--- src/rtl/rst_code_pkg.sv ---
// Shared reset-code definitions for the sync-board generator and the backend decoder.
// Both sides import this package so the frame codes cannot drift apart.
package rst_code_pkg;

  localparam int RST_BITS = 4;
  localparam logic [RST_BITS-1:0] RST_IDLE   = 4'b1010;
  localparam logic [RST_BITS-1:0] RST_ACTIVE = 4'b1100;

  typedef enum logic [1:0] {
    HUNT   = 2'd0,
    CHECK  = 2'd1,
    LOCKED = 2'd2
  } state_t;

  function automatic logic code_valid(input logic [RST_BITS-1:0] code);
    return (code == RST_IDLE) || (code == RST_ACTIVE);
  endfunction

endpackage

--- src/rtl/rst_code_decoder_if.sv ---
// Reset-code link between the sampled serial input and the decoded backend reset outputs.
interface rst_code_decoder_if #(
  parameter int CNT_W = 16
);

  logic             rst_ser_in;
  logic             rst_pulse;
  logic             rst_out;
  logic             locked;
  logic             frame_err;
  logic [CNT_W-1:0] err_count;
  logic [1:0]       phase;

  modport master (
    output rst_ser_in,
    input  rst_pulse, rst_out, locked, frame_err, err_count, phase
  );

  modport slave (
    input  rst_ser_in,
    output rst_pulse, rst_out, locked, frame_err, err_count, phase
  );

endinterface

--- src/rtl/rst_stretch.sv ---
// Reload/decrement stretcher: holds rst_out high for STRETCH cycles after the last load
// and after reset release.
module rst_stretch #(
  parameter int STRETCH = 16
) (
  input  logic clk_100,
  input  logic rst_n,
  input  logic load,
  output logic rst_out
);

  localparam int SW = $clog2(STRETCH + 1);
  localparam logic [SW-1:0] RELOAD = SW'(STRETCH);
  localparam logic [SW-1:0] ONE    = SW'(1);

  logic [SW-1:0] count;

  // Stretch counter; rst_out drops in the same cycle the count reaches zero
  always_ff @(posedge clk_100 or negedge rst_n) begin
    if (!rst_n) begin
      count   <= RELOAD;
      rst_out <= 1'b1;
    end else if (load) begin
      count   <= RELOAD;
      rst_out <= 1'b1;
    end else if (count != '0) begin
      count   <= count - ONE;
      rst_out <= (count != ONE);
    end else begin
      count   <= count;
      rst_out <= 1'b0;
    end
  end

endmodule

--- src/rtl/rst_code_decoder.sv ---
// Backend receiver for the serial reset code: frame alignment, lock tracking,
// ACTIVE-frame decode into rst_pulse/rst_out, and framing-error counting.
module rst_code_decoder
  import rst_code_pkg::*;
#(
  parameter int LOCK_FRAMES = 8,
  parameter int ERR_LIMIT   = 4,
  parameter int STRETCH     = 16,
  parameter int CNT_W       = 16
) (
  input logic               clk_100,
  input logic               rst_n,
  rst_code_decoder_if.slave bus
);

  localparam int GOOD_W = $clog2(LOCK_FRAMES + 1);
  localparam int ERRC_W = $clog2(ERR_LIMIT + 1);
  localparam logic [GOOD_W-1:0] GOOD_LOCK = GOOD_W'(LOCK_FRAMES);
  localparam logic [GOOD_W-1:0] GOOD_ONE  = GOOD_W'(1);
  localparam logic [ERRC_W-1:0] ERRC_LIM  = ERRC_W'(ERR_LIMIT);
  localparam logic [CNT_W-1:0]  CNT_MAX   = {CNT_W{1'b1}};

  state_t              state;
  logic [RST_BITS-1:0] sr;
  logic [RST_BITS-1:0] sr_next;
  logic [1:0]          cnt;
  logic [1:0]          phase;
  logic [1:0]          alt_phase;
  logic [GOOD_W-1:0]   good;
  logic [ERRC_W-1:0]   errc;
  logic                pend;
  logic                rst_pulse;
  logic                locked;
  logic                frame_err;
  logic [CNT_W-1:0]    err_count;
  logic                boundary;
  logic                recheck;
  logic                fire;
  logic                rst_out;

  assign sr_next   = {sr[RST_BITS-2:0], bus.rst_ser_in};
  assign alt_phase = phase + 2'd2;
  assign boundary  = (cnt == phase);
  // IDLE is 2-periodic, so a bad frame may just mean we locked two bits off
  assign recheck   = pend && (cnt == alt_phase);
  assign fire      = (state == LOCKED) && (sr_next == RST_ACTIVE) && (boundary || recheck);

  // Frame alignment, lock and error-tracking state machine
  always_ff @(posedge clk_100 or negedge rst_n) begin
    if (!rst_n) begin
      state     <= HUNT;
      sr        <= '0;
      cnt       <= 2'd0;
      phase     <= 2'd0;
      good      <= '0;
      errc      <= '0;
      pend      <= 1'b0;
      rst_pulse <= 1'b0;
      locked    <= 1'b0;
      frame_err <= 1'b0;
      err_count <= '0;
    end else begin
      sr        <= sr_next;
      cnt       <= cnt + 2'd1;
      rst_pulse <= fire;
      frame_err <= 1'b0;
      case (state)
        HUNT: begin
          if (code_valid(sr_next)) begin
            phase <= cnt;
            good  <= GOOD_ONE;
            state <= CHECK;
          end else begin
            good <= '0;
          end
        end
        CHECK: begin
          if (boundary) begin
            if (code_valid(sr_next)) begin
              good <= good + 1'b1;
              if (good + 1'b1 == GOOD_LOCK) begin
                state  <= LOCKED;
                locked <= 1'b1;
                errc   <= '0;
                pend   <= 1'b0;
              end
            end else begin
              state <= HUNT;
              good  <= '0;
            end
          end
        end
        LOCKED: begin
          if (recheck) begin
            pend <= 1'b0;
            if (sr_next == RST_ACTIVE) begin
              phase <= alt_phase;
              errc  <= '0;
            end else begin
              frame_err <= 1'b1;
              if (err_count != CNT_MAX) begin
                err_count <= err_count + 1'b1;
              end
              if (errc + 1'b1 == ERRC_LIM) begin
                state  <= HUNT;
                locked <= 1'b0;
                errc   <= '0;
              end else begin
                errc <= errc + 1'b1;
              end
            end
          end else if (boundary) begin
            if (code_valid(sr_next)) begin
              errc <= '0;
            end else begin
              pend <= 1'b1;
            end
          end
        end
        default: begin
          state  <= HUNT;
          locked <= 1'b0;
          pend   <= 1'b0;
        end
      endcase
    end
  end

  rst_stretch #(
    .STRETCH(STRETCH)
  ) u_stretch (
    .clk_100(clk_100),
    .rst_n  (rst_n),
    .load   (fire),
    .rst_out(rst_out)
  );

  assign bus.rst_pulse = rst_pulse;
  assign bus.rst_out   = rst_out;
  assign bus.locked    = locked;
  assign bus.frame_err = frame_err;
  assign bus.err_count = err_count;
  assign bus.phase     = phase;

endmodule
--- src/flat_wrapper.sv ---
// flat-port wrapper written by rule: the top's interface ports become plain ports
module rst_code_decoder_flat import rst_code_pkg::*;
#(
  parameter int LOCK_FRAMES = 8,
  parameter int ERR_LIMIT   = 4,
  parameter int STRETCH     = 16,
  parameter int CNT_W       = 16
)
  (clk_100, rst_n, bus_rst_ser_in, bus_rst_pulse, bus_rst_out, bus_locked, bus_frame_err, bus_err_count, bus_phase);
  rst_code_decoder_if #(.CNT_W(CNT_W)) bus_i ();
  input logic clk_100;
  input logic rst_n;
  input wire logic [$bits(bus_i.rst_ser_in)-1:0] bus_rst_ser_in;
  output wire logic [$bits(bus_i.rst_pulse)-1:0] bus_rst_pulse;
  output wire logic [$bits(bus_i.rst_out)-1:0] bus_rst_out;
  output wire logic [$bits(bus_i.locked)-1:0] bus_locked;
  output wire logic [$bits(bus_i.frame_err)-1:0] bus_frame_err;
  output wire logic [$bits(bus_i.err_count)-1:0] bus_err_count;
  output wire logic [$bits(bus_i.phase)-1:0] bus_phase;
  assign bus_i.rst_ser_in = bus_rst_ser_in;
  assign bus_rst_pulse = bus_i.rst_pulse;
  assign bus_rst_out = bus_i.rst_out;
  assign bus_locked = bus_i.locked;
  assign bus_frame_err = bus_i.frame_err;
  assign bus_err_count = bus_i.err_count;
  assign bus_phase = bus_i.phase;
  rst_code_decoder #(.LOCK_FRAMES(LOCK_FRAMES), .ERR_LIMIT(ERR_LIMIT), .STRETCH(STRETCH), .CNT_W(CNT_W)) u_core (.clk_100(clk_100), .rst_n(rst_n), .bus(bus_i));
endmodule
--- config.mk ---
export PLATFORM = sky130hd
export DESIGN_NAME = rst_code_decoder_flat
export DESIGN_NICKNAME = d
export VERILOG_FILES = /design/src/rtl/rst_code_pkg.sv /design/src/rtl/rst_code_decoder_if.sv /design/src/rtl/rst_stretch.sv /design/src/rtl/rst_code_decoder.sv /design/src/flat_wrapper.sv
export SDC_FILE = /design/constraint.sdc
export NUM_CORES = 1
export LEC_CHECK = 0
export CORE_UTILIZATION = 36
export CTS_BUF_LIST = sky130_fd_sc_hd__clkbuf_8
export DETAILED_ROUTE_END_ITERATION = 12
export GPL_TIMING_DRIVEN = 0
export PLACE_DENSITY = 0.66
export SYNTH_ARGS = -nofsm -noshare
export SYNTH_HDL_FRONTEND = slang
export SYNTH_SLANG_ARGS = --single-unit
--- constraint.sdc ---
create_clock -name clk_100 -period 4.1 [get_ports clk_100]
set_input_delay 0.615 -clock clk_100 [delete_from_list [all_inputs] [get_ports clk_100]]
set_output_delay 0.615 -clock clk_100 [all_outputs]
set_load 0.05 [all_outputs]
==> impl_metrics.toml, run 1 <==
[power]
irDropWorstVdd_mv = 0.2464
power.share.clock_pct = 26.0
intPower_uw = 778.3
p_total_mw = 1.179
power-per-cell-area_mw_per_mm2 = 447.8
power_leakage_nw = 1.175
seq_power_share_pct = 41.3
switchingPower_uw = 400.4
switching_share_pct = 33.97
pwr-share-comb_pct = 32.7

[yosys]
synth_most_common_cell = "dfrtp_1"
synth_top_area_share_pct = 45.98
ys_ff_latch = 42
synthCells = 204
syn_nets = 216
synth_seq_area_share_pct = 48.39
synth_edf_count = 0
synth_cell_types = 49
yosysTopAreaCell = "dfrtp_1"
synthArstFlopShare_pct = 100.0
yosysWarnings = 0
syn_avg_cell_area_um2 = 10.67
synthTopCellsByCount = "dfrtp_1, nand2_1, xnor2_1"
synth_area_leaders = "dfrtp_1, xnor2_1, ha_1"
synth_area_mm2 = 0.002177
ys.flop_type = "dfrtp_1"

[grt]
grt_max_degree = 38
grt_pass1_vias = 1467
grt_pass1_wl_um = 6851
grt-busiest-layer = "met2"
grt.total_usage_pct = 13.94
use_met1_pct = 18.98
antenna_found_initial = 0
grtUsageMet3_pct = 3.086
gr-usage-met2_pct = 21.28
grt_overflow = 0

[clocking]
htree_levels = 2
clock_latency_ns = 0.29
cts_inserted_buffers = 5
cts.reportedPaths.clkPinSlew_ns = 0.08
cts_root_buf = "clkbuf_8"
clock-sinks = 42
clockBufferDepth = 2
post_cts_resized = 0
cts_hold_buf = 0
postCtsSetupBuffers = 0
cts_tree = "built"

[final_layout]
antenna_cells = 0
drive_gt1_share_pct = 11.39
fin_util_pct = 46.38
multi_input_area_mm2 = 0.001090
layout-area-overhead-vs-synth_pct = 20.92
fill_cells = 550
ff_latch_area_mm2 = 0.001054
nets = 248
finalNonFillerCells = 309

[sta]
clock_skew_ns = 0.005284
drv_slew = 0
min_period_ns = 2.286
final.period_utilization_pct = 55.74
rsz0062_at_grt = "false"
finalHoldViolCount = 0
max_freq_mhz = 437.5
worst_pin_slew_ns = 0.5879
setup_viol = 0
tns_ns = 0
slew_headroom_pct = 60.62

[worst_setup_path]
cp-end-kind = "register"
crit_slowest_cell = "clkdlybuf4s50_1"
crit_required_ns = 4.28
critPathMaxStageDelay_ns = 0.51
criticalPathCategory = "in -> reg"
crit_cells = 6
reg2reg_depth = 6
arrival_ns = 2.47
startpoint = "bus_rst_ser_in"
crit_family = "simple AND/OR/NAND/NOR gates"
start_kind = "input port"
reg2reg_from = "u_core.bus.err_count[0]"
path_cells = "clkdlybuf4s50_1 -> and4bb_2 -> nand2b_1 -> nor3_2 -> nand4_1 -> xnor2_1"
regToRegSetupSlack_ns = 1.92
path_max_fanout = 7
crit_buf_inv = 1
r2r-end = "u_core.bus.err_count[1]"

[die]
rows = 27
die-area_mm2 = 0.006362
fp.coreArea_mm2 = 0.005675
io_pins = 25
dieWidth_um = 79.77
die_h_um = 79.77
initial_core_util_pct = 38.36

[placement]
dp.cells = 301
gp_congestion = 0.7887
port_buffers = 24
dp_hpwl_um = 2937

[min_path]
min_path_type = "in -> async"

[routing]
wl_per_cell_um = 13.10
num_vias = 1596
drt-initial-drc-count = 79
wl_um = 4049
postRouteAntennaNets = 0
firstDrtPassIters = 4
drc_errors = 0
vias_per_cell = 5.165

[run_status]
outcome = "complete, no violations"

[flow_run]
cap_violations = 0
[sequential cells by signal (all words and copies together), names as in the netlist, 2 cells and up]
signal / flops
u_core.state: 2
u_core.errc: 3
u_core.cnt: 2
u_core.bus.err_count: 16
u_core.sr: 3
u_core.u_stretch.count: 5
u_core.bus.phase: 2
u_core.good: 4
[metrics by stage]
stage / worst slack, ns / instance area (um2) / hold WS, ns
6_report: 1.814 / 2633 / 0.1433
5_1_grt: 1.639 / 2633 / 0.1406
4_1_cts: 1.798 / 2633 / 0.1390
3_5_place_dp: 1.494 / 2522 / 0.4032
3_3_place_gp: 1.278 / 2507 / 0.3915
2_1_floorplan: 1.853 / 2177 / 0.3194
[how the worst max path moves through the flow]
stage	endpoint	slack, ns
after global placement	u_core.bus.err_count[13]	1.28
final	u_core.bus.err_count[5]	1.81
after global routing	u_core.bus.err_count[12]	1.64
after detailed placement	u_core.bus.err_count[12]	1.49
after floorplan	u_core.bus.err_count[1]	1.85
after CTS	u_core.bus.err_count[12]	1.80
[routing by layer]
| metal | vias up | share of wire, % |
|---|---|---|
| li1 | 805 | - |
| met1 | 770 | 50 |
| met2 | 15 | 45 |
| met3 | 6 | 2.5 |
| met4 | 0 | 1.8 |
| met5 | - | 0 |
[final cells by class]
| class | count | share of cell area [%] |
|---|---|---|
| plain buffers | 2 | 0.2852 |
| clock buffers | 8 | 4.183 |
| inverters | 7 | 0.9981 |
| multi-input cells | 153 | 41.40 |
| flip-flops and latches | 42 | 40.02 |
| well taps | 72 | 3.422 |
| repair buffers | 25 | 9.696 |
[power groups by stage]
stage	clock network, mW	logic [mW]	registers [mW]
floorplan	0	0.257	0.535
global placement	0	0.382	0.493
detailed placement	0	0.389	0.495
CTS	0.316	0.391	0.487
global route	0.338	0.424	0.491
finish	0.307	0.386	0.486
[cell usage in the layout, fill, tap and decap left out, types with 2 or more instances in the layout]
cell and instances:
nor3_1 8, xor2_1 5, a21o_1 2, clkbuf_8 8, nand2b_1 2, o211ai_1 2, clkdlybuf4s50_1 23, nor4_2 2
a21oi_1 4, nor2_1 10, a211oi_1 2, a221o_1 2, nor4_1 2, dfrtp_1 40, nand2_1 19, xnor2_1 15
mux2_2 4, a31oi_1 3, and2_1 2, nand3_1 10, mux2i_1 3, o2bb2ai_1 2, nand4_1 9, ha_1 9
inv_1 7, dfstp_2 2, nor2b_1 3, clkbuf_1 2, and3_1 6, o21ai_0 6
[logic make-up after synthesis]
logic type,synth area share [%]
adders and majority gates,5.173
xor gates and xnor gates,8.793
muxes,3.448
AOI/OAI and AO/OA,10.29
buffers and inverters,1.552
and+or+nand+nor,22.36
DFF,48.39
Note: power is estimated with default switching activity, not from simulation.
==> inputs of run 2 (changes only) <==
==> constraint.sdc (replaced) <==
create_clock -name clk_100 -period 2.28 [get_ports clk_100]
set_input_delay 0.342 -clock clk_100 [delete_from_list [all_inputs] [get_ports clk_100]]
set_output_delay 0.342 -clock clk_100 [all_outputs]
set_load 0.05 [all_outputs]
==> run 2 against run 1 <==
Net effect:
- worst setup slack worse by 1.6 ns
- clock skew about the same
- sequential share of layout area is 0.26 points lower
- sequential power up 80%
==> impl_metrics.toml, run 2 (synthesis results as in run 1) <==
[final_layout]
layout-area-overhead-vs-synth_pct = 21.72
nets = 250
drive_gt1_share_pct = 11.72
reg_top3 = "u_core.bus.err_count: 16 flops, u_core.u_stretch.count: 5 flops, u_core.good: 4 flops"
largest-register = "u_core.bus.err_count"
antenna_cells = 0
layout_common_cells = "dfrtp_1, clkdlybuf4s50_1, nand2_1, xnor2_1"
largest_register_ffs = 16
design_area_mm2 = 0.002650
fin_util_pct = 46.69
fill_cells = 553
final_common_cell = "dfrtp_1"

[grt]
grt_pass1_vias = 1468
grt_pass1_wl_um = 6851
grt_max_degree = 38
grt.total_usage_pct = 13.94
grt_overflow = 0
antenna_found_initial = 0

[power]
switchingPower_uw = 719.6
power.share.clock_pct = 26.0
intPower_mw = 1.401
pwr-share-comb_pct = 32.8
irDropWorstVdd_mv = 0.4433
power-per-cell-area_mw_per_mm2 = 800.1
power_leakage_nw = 1.183
switching_share_pct = 33.94
seq_power_share_pct = 41.2

[clocking]
cts_tree = "built"
clock_latency_ns = 0.29
htree_levels = 2
clockBufferDepth = 2
cts.reportedPaths.clkPinSlew_ns = 0.08
cts_inserted_buffers = 5
cts_root_buf = "clkbuf_8"
clock-sinks = 42

[routing]
vias_per_cell = 5.183
drc_errors = 0
num_vias = 1612
firstDrtPassIters = 4
drt-initial-drc-count = 82
wl_um = 4049
postRouteAntennaNets = 0
wl_per_cell_um = 13.02

[worst_setup_path]
path_max_fanout = 9
arrival_ns = 2.30
start_kind = "register"
crit_required_ns = 2.52
criticalPathCategory = "reg -> reg"
cp-end-kind = "register"

[sta]
worst_pin_slew_ns = 0.5875
min_period_ns = 2.057
clock_skew_ns = 0.005339
rsz0062_at_grt = "false"
max_freq_mhz = 486.1
hold_ws_ns = 0.4095
final.period_utilization_pct = 90.23
slew_headroom_pct = 60.65
drv_slew = 0
tns_ns = 0
setup_viol = 0
finalHoldViolCount = 0

[die]
dieWidth_um = 79.77
fp.coreArea_mm2 = 0.005675
rows = 27
io_pins = 25
die-area_mm2 = 0.006362
initial_core_util_pct = 38.36
die_h_um = 79.77

[min_path]
min_path_type = "in -> async"

[placement]
dp_hpwl_um = 2937
gp_congestion = 0.7887
port_buffers = 24
placed_area_mm2 = 0.002522

[flow_run]
cap_violations = 0

[run_status]
outcome = "complete, no violations"
## run 2: changes by cell type in the layout (fill, tap and decap cells not counted), sizes merged
cell / change
buf: +1
dlygate4sd3: +1
## run 2: metrics by stage
stage / worst slack [ns] / power (mW) / instances
after floorplan: 0.03334 / 1.423 / 204
after global placement: -0.2690 / 1.574 / 300
after detailed placement: -0.05333 / 1.590 / 301
after CTS: 0.1142 / 2.149 / 310
after global routing: 0.09209 / 2.254 / 311
final: 0.2228 / 2.120 / 311
## run 2: path summary, 6_finish.rpt
| path | to | depth (start not counted) | from | slack (ns) |
|---|---|---|---|---|
| worst max-delay path | u_core.good[2] | 6 | u_core.state[1] | 0.22 |
| worst min-delay path | u_core.u_stretch.count[0] | 2 | rst_n | 0.41 |
| worst max register to register | u_core.good[2] | 6 | u_core.state[1] | 0.22 |
| worst min register to register | u_core.sr[2] | 0 | u_core.sr[1] | 0.41 |
| max in group asynchronous | u_core.u_stretch.rst_out | 3 | rst_n | 1.39 |
| min in group clk_100 | u_core.sr[2] | 0 | u_core.sr[1] | 0.41 |
## run 2: repair_timing
action                                  CTS  global route
endpoints found under the setup margin    0             1
hold endpoints to repair                  4             0
hold buffers                              1             0
setup buffers                             0             1
gates resized for setup                   0             0
## run 2: power groups by stage
stage                     sequential (mW)  combinational (mW)  clock [mW]
after global routing                0.884               0.763       0.607
after detailed placement            0.890               0.700           0
after CTS                           0.876               0.705       0.568
after global placement              0.887               0.687           0
after floorplan                     0.961               0.461           0
final                               0.874               0.695       0.551
## run 2: routing by layer
metal / part of all wire, % / up-vias / track usage, % / wire, um
met5: 0 / - / 0 / 0
met2: 45 / 15 / 21.28 / 1831
met3: 2.2 / 7 / 3.086 / 89
li1: - / 809 / - / -
met4: 1.8 / 0 / 5.893 / 72
met1: 51 / 781 / 18.98 / 2055
## run 2: worst max-delay path: stages, from the launching register on
cell	delay (ns)
dfrtp_1	0.40
inv_1	0.08
ha_1	0.14
clkbuf_1	0.31
a31oi_1	0.30
or4b_2	0.68
nand2_1	0.08
## run 2: final cells by class
class / instances / area, um2 / share of cell area (%)
Multi-Input combinational cell: 153 / 1090 / 41.12
Sequential cell: 42 / 1054 / 39.75
Timing Repair Buffer: 27 / 272.8 / 10.29
Clock buffer: 8 / 110.1 / 4.155
Tap cell: 72 / 90.09 / 3.399
Inverter: 7 / 26.28 / 0.9915
Buffer: 2 / 7.507 / 0.2833
==> inputs of run 3 (changes only) <==
--- a/config.mk
+++ b/config.mk
@@ -8,8 +8,9 @@
 export CORE_UTILIZATION = 36
 export CTS_BUF_LIST = sky130_fd_sc_hd__clkbuf_8
 export DETAILED_ROUTE_END_ITERATION = 12
+export DONT_BUFFER_PORTS = 1
 export GPL_TIMING_DRIVEN = 0
-export PLACE_DENSITY = 0.66
+export PLACE_DENSITY = 0.61
 export SYNTH_ARGS = -nofsm -noshare
 export SYNTH_HDL_FRONTEND = slang
 export SYNTH_SLANG_ARGS = --single-unit
==> run 3 against run 2 <==
Net effect:
- sequential share of layout area up 4.1 points
- clock power down 10%
- fmax down 4.5%
- critical path type unchanged
- largest power group unchanged
- non-clock buffer count down 24
==> impl_metrics.toml, run 3 (synthesis results as in run 1) <==
[run_status]
outcome = "complete, no violations"

[power]
power-per-cell-area_mw_per_mm2 = 839.5
switching_share_pct = 35.90
pwr-share-comb_pct = 28.3
irDropWorstVdd_mv = 0.4286
intPower_mw = 1.301
power.share.clock_pct = 24.3
switchingPower_uw = 728.6
seq_power_share_pct = 47.3
p_total_mw = 2.029
power_leakage_nw = 1.104

[clocking]
cts_tree = "built"
cts_root_buf = "clkbuf_8"
clock-sinks = 42
clockBufferDepth = 2
htree_levels = 2
clock_latency_ns = 0.30
cts_inserted_buffers = 5
cts.reportedPaths.clkPinSlew_ns = 0.08

[worst_setup_path]
crit_required_ns = 2.47
arrival_ns = 2.34
regToRegSetupSlack_ns = 0.13
cp-end-kind = "register"
path_max_fanout = 4
criticalPathCategory = "reg -> reg"
start_kind = "register"

[final_layout]
final_common_cell = "dfrtp_1"
reg_top3 = "u_core.bus.err_count: 16 flops, u_core.u_stretch.count: 5 flops, u_core.good: 4 flops"
layout-area-overhead-vs-synth_pct = 11.03
largest_register_ffs = 16
antenna_cells = 0
largest-register = "u_core.bus.err_count"
design_area_mm2 = 0.002417
drive_gt1_share_pct = 14.88
layout_common_cells = "dfrtp_1, nand2_1, xnor2_1, nor2_1, nand3_1"
nets = 226

[sta]
clock_skew_ns = 0.008628
min_period_ns = 2.153
max_freq_mhz = 464.4
final.period_utilization_pct = 94.44
drv_slew = 0
setup_slack_ns = 0.1268
setup_viol = 0
finalHoldViolCount = 0
rsz0062_at_grt = "true"
worst_pin_slew_ns = 0.6218
slew_headroom_pct = 58.55

[routing]
drt-initial-drc-count = 107
drc_errors = 0
num_vias = 1520
firstDrtPassIters = 4
postRouteAntennaNets = 0
wl_um = 4035
vias_per_cell = 5.296
wl_per_cell_um = 14.06

[grt]
grt_max_degree = 43
antenna_found_initial = 0
grt.total_usage_pct = 14.24
grt_pass1_vias = 1498
grt_pass1_wl_um = 6982
grt_overflow = 0

[flow_run]
cap_violations = 0

[die]
initial_core_util_pct = 38.36
rows = 27
dieWidth_um = 79.77
io_pins = 25
die_h_um = 79.77
die-area_mm2 = 0.006362
fp.coreArea_mm2 = 0.005675

[placement]
port_buffers = 0
pre_cts_ws_ns = -0.2640
gp_congestion = 0.7069
placed_area_mm2 = 0.002267
dp_hpwl_um = 2895

[min_path]
min_path_type = "in -> reg"
==> run 3: cell count changes in the layout (fill, tap and decap cells not counted), moves of 2 or more <==
cell | previous run | this run
dfrtp_2 | 0 | 5
clkdlybuf4s50_1 | 23 | 0
dfrtp_1 | 40 | 35
clkbuf_8 | 8 | 6
==> run 3: critical path, stage by stage (launching register included) <==
cell	delay (ns)
dfrtp_2	0.56
ha_1	0.28
nand2_1	0.12
nor4_4	0.35
nand4_1	0.20
nand2_1	0.19
mux2_2	0.34
==> run 3: stage by stage <==
step / instances / hold WS (ns) / setup TNS, ns / util, %
after floorplan: 204 / 0.04641 / 0 / -
after global placement: 276 / 0.04786 / -0.2092 / 39.95
after detailed placement: 276 / 0.04791 / -0.3780 / 39.95
after CTS: 287 / 0.06729 / 0 / 42.26
after global routing: 287 / 0.06159 / -0.02364 / 42.59
final: 287 / 0.07293 / 0 / 42.59
==> run 3: repair_timing <==
action | in CTS | in global routing
endpoints found under the setup margin | 8 | 7
hold endpoints to repair | 42 | 0
pin swaps | 1 | 0
gates resized for setup | 2 | 5
hold buffers | 2 | 0
buffers inserted | 1 | 0
gates cloned | 0 | 0
==> run 3: layout make-up <==
cell class,instances,area [um2]
timing repair buffer,3,37.54
clock inverter,2,8.758
sequential,42,1060
clock buffer,6,82.58
fill,580,3258
multi-input combinational,153,1105
tap,72,90.09
buffer,2,7.507
inverter,7,26.28
==> run 3: worst paths after layout <==
check / startpoint / end / cells after the start
worst min-delay path: bus_rst_ser_in / u_core.sr[0] / 0
worst max register to register: u_core.bus.err_count[0] / u_core.bus.err_count[1] / 6
worst min register to register: u_core.sr[0] / u_core.sr[1] / 0
worst max-delay path: u_core.bus.err_count[0] / u_core.bus.err_count[1] / 6
max in group asynchronous: rst_n / u_core.u_stretch.count[4] / 2
min in group asynchronous: rst_n / u_core.good[0] / 2
==> run 3: power by group through the flow <==
stage / Sequential (mW) / Combinational [mW] / Clock [mW]
6_report: 0.961 / 0.575 / 0.494
5_1_grt: 0.972 / 0.655 / 0.541
4_1_cts: 0.961 / 0.575 / 0.511
3_5_place_dp: 0.976 / 0.551 / 0
3_3_place_gp: 0.975 / 0.541 / 0
2_1_floorplan: 0.961 / 0.461 / 0
==> run 3: layer usage <==
metal / share of wire [%] / vias to the layer above / GRT usage (%)
met3: 3.7 / 5 / 3.543
met5: 0 / - / 0
met4: 1.3 / 0 / 5.357
li1: - / 763 / -
met1: 48 / 732 / 18.65
met2: 47 / 20 / 22.65
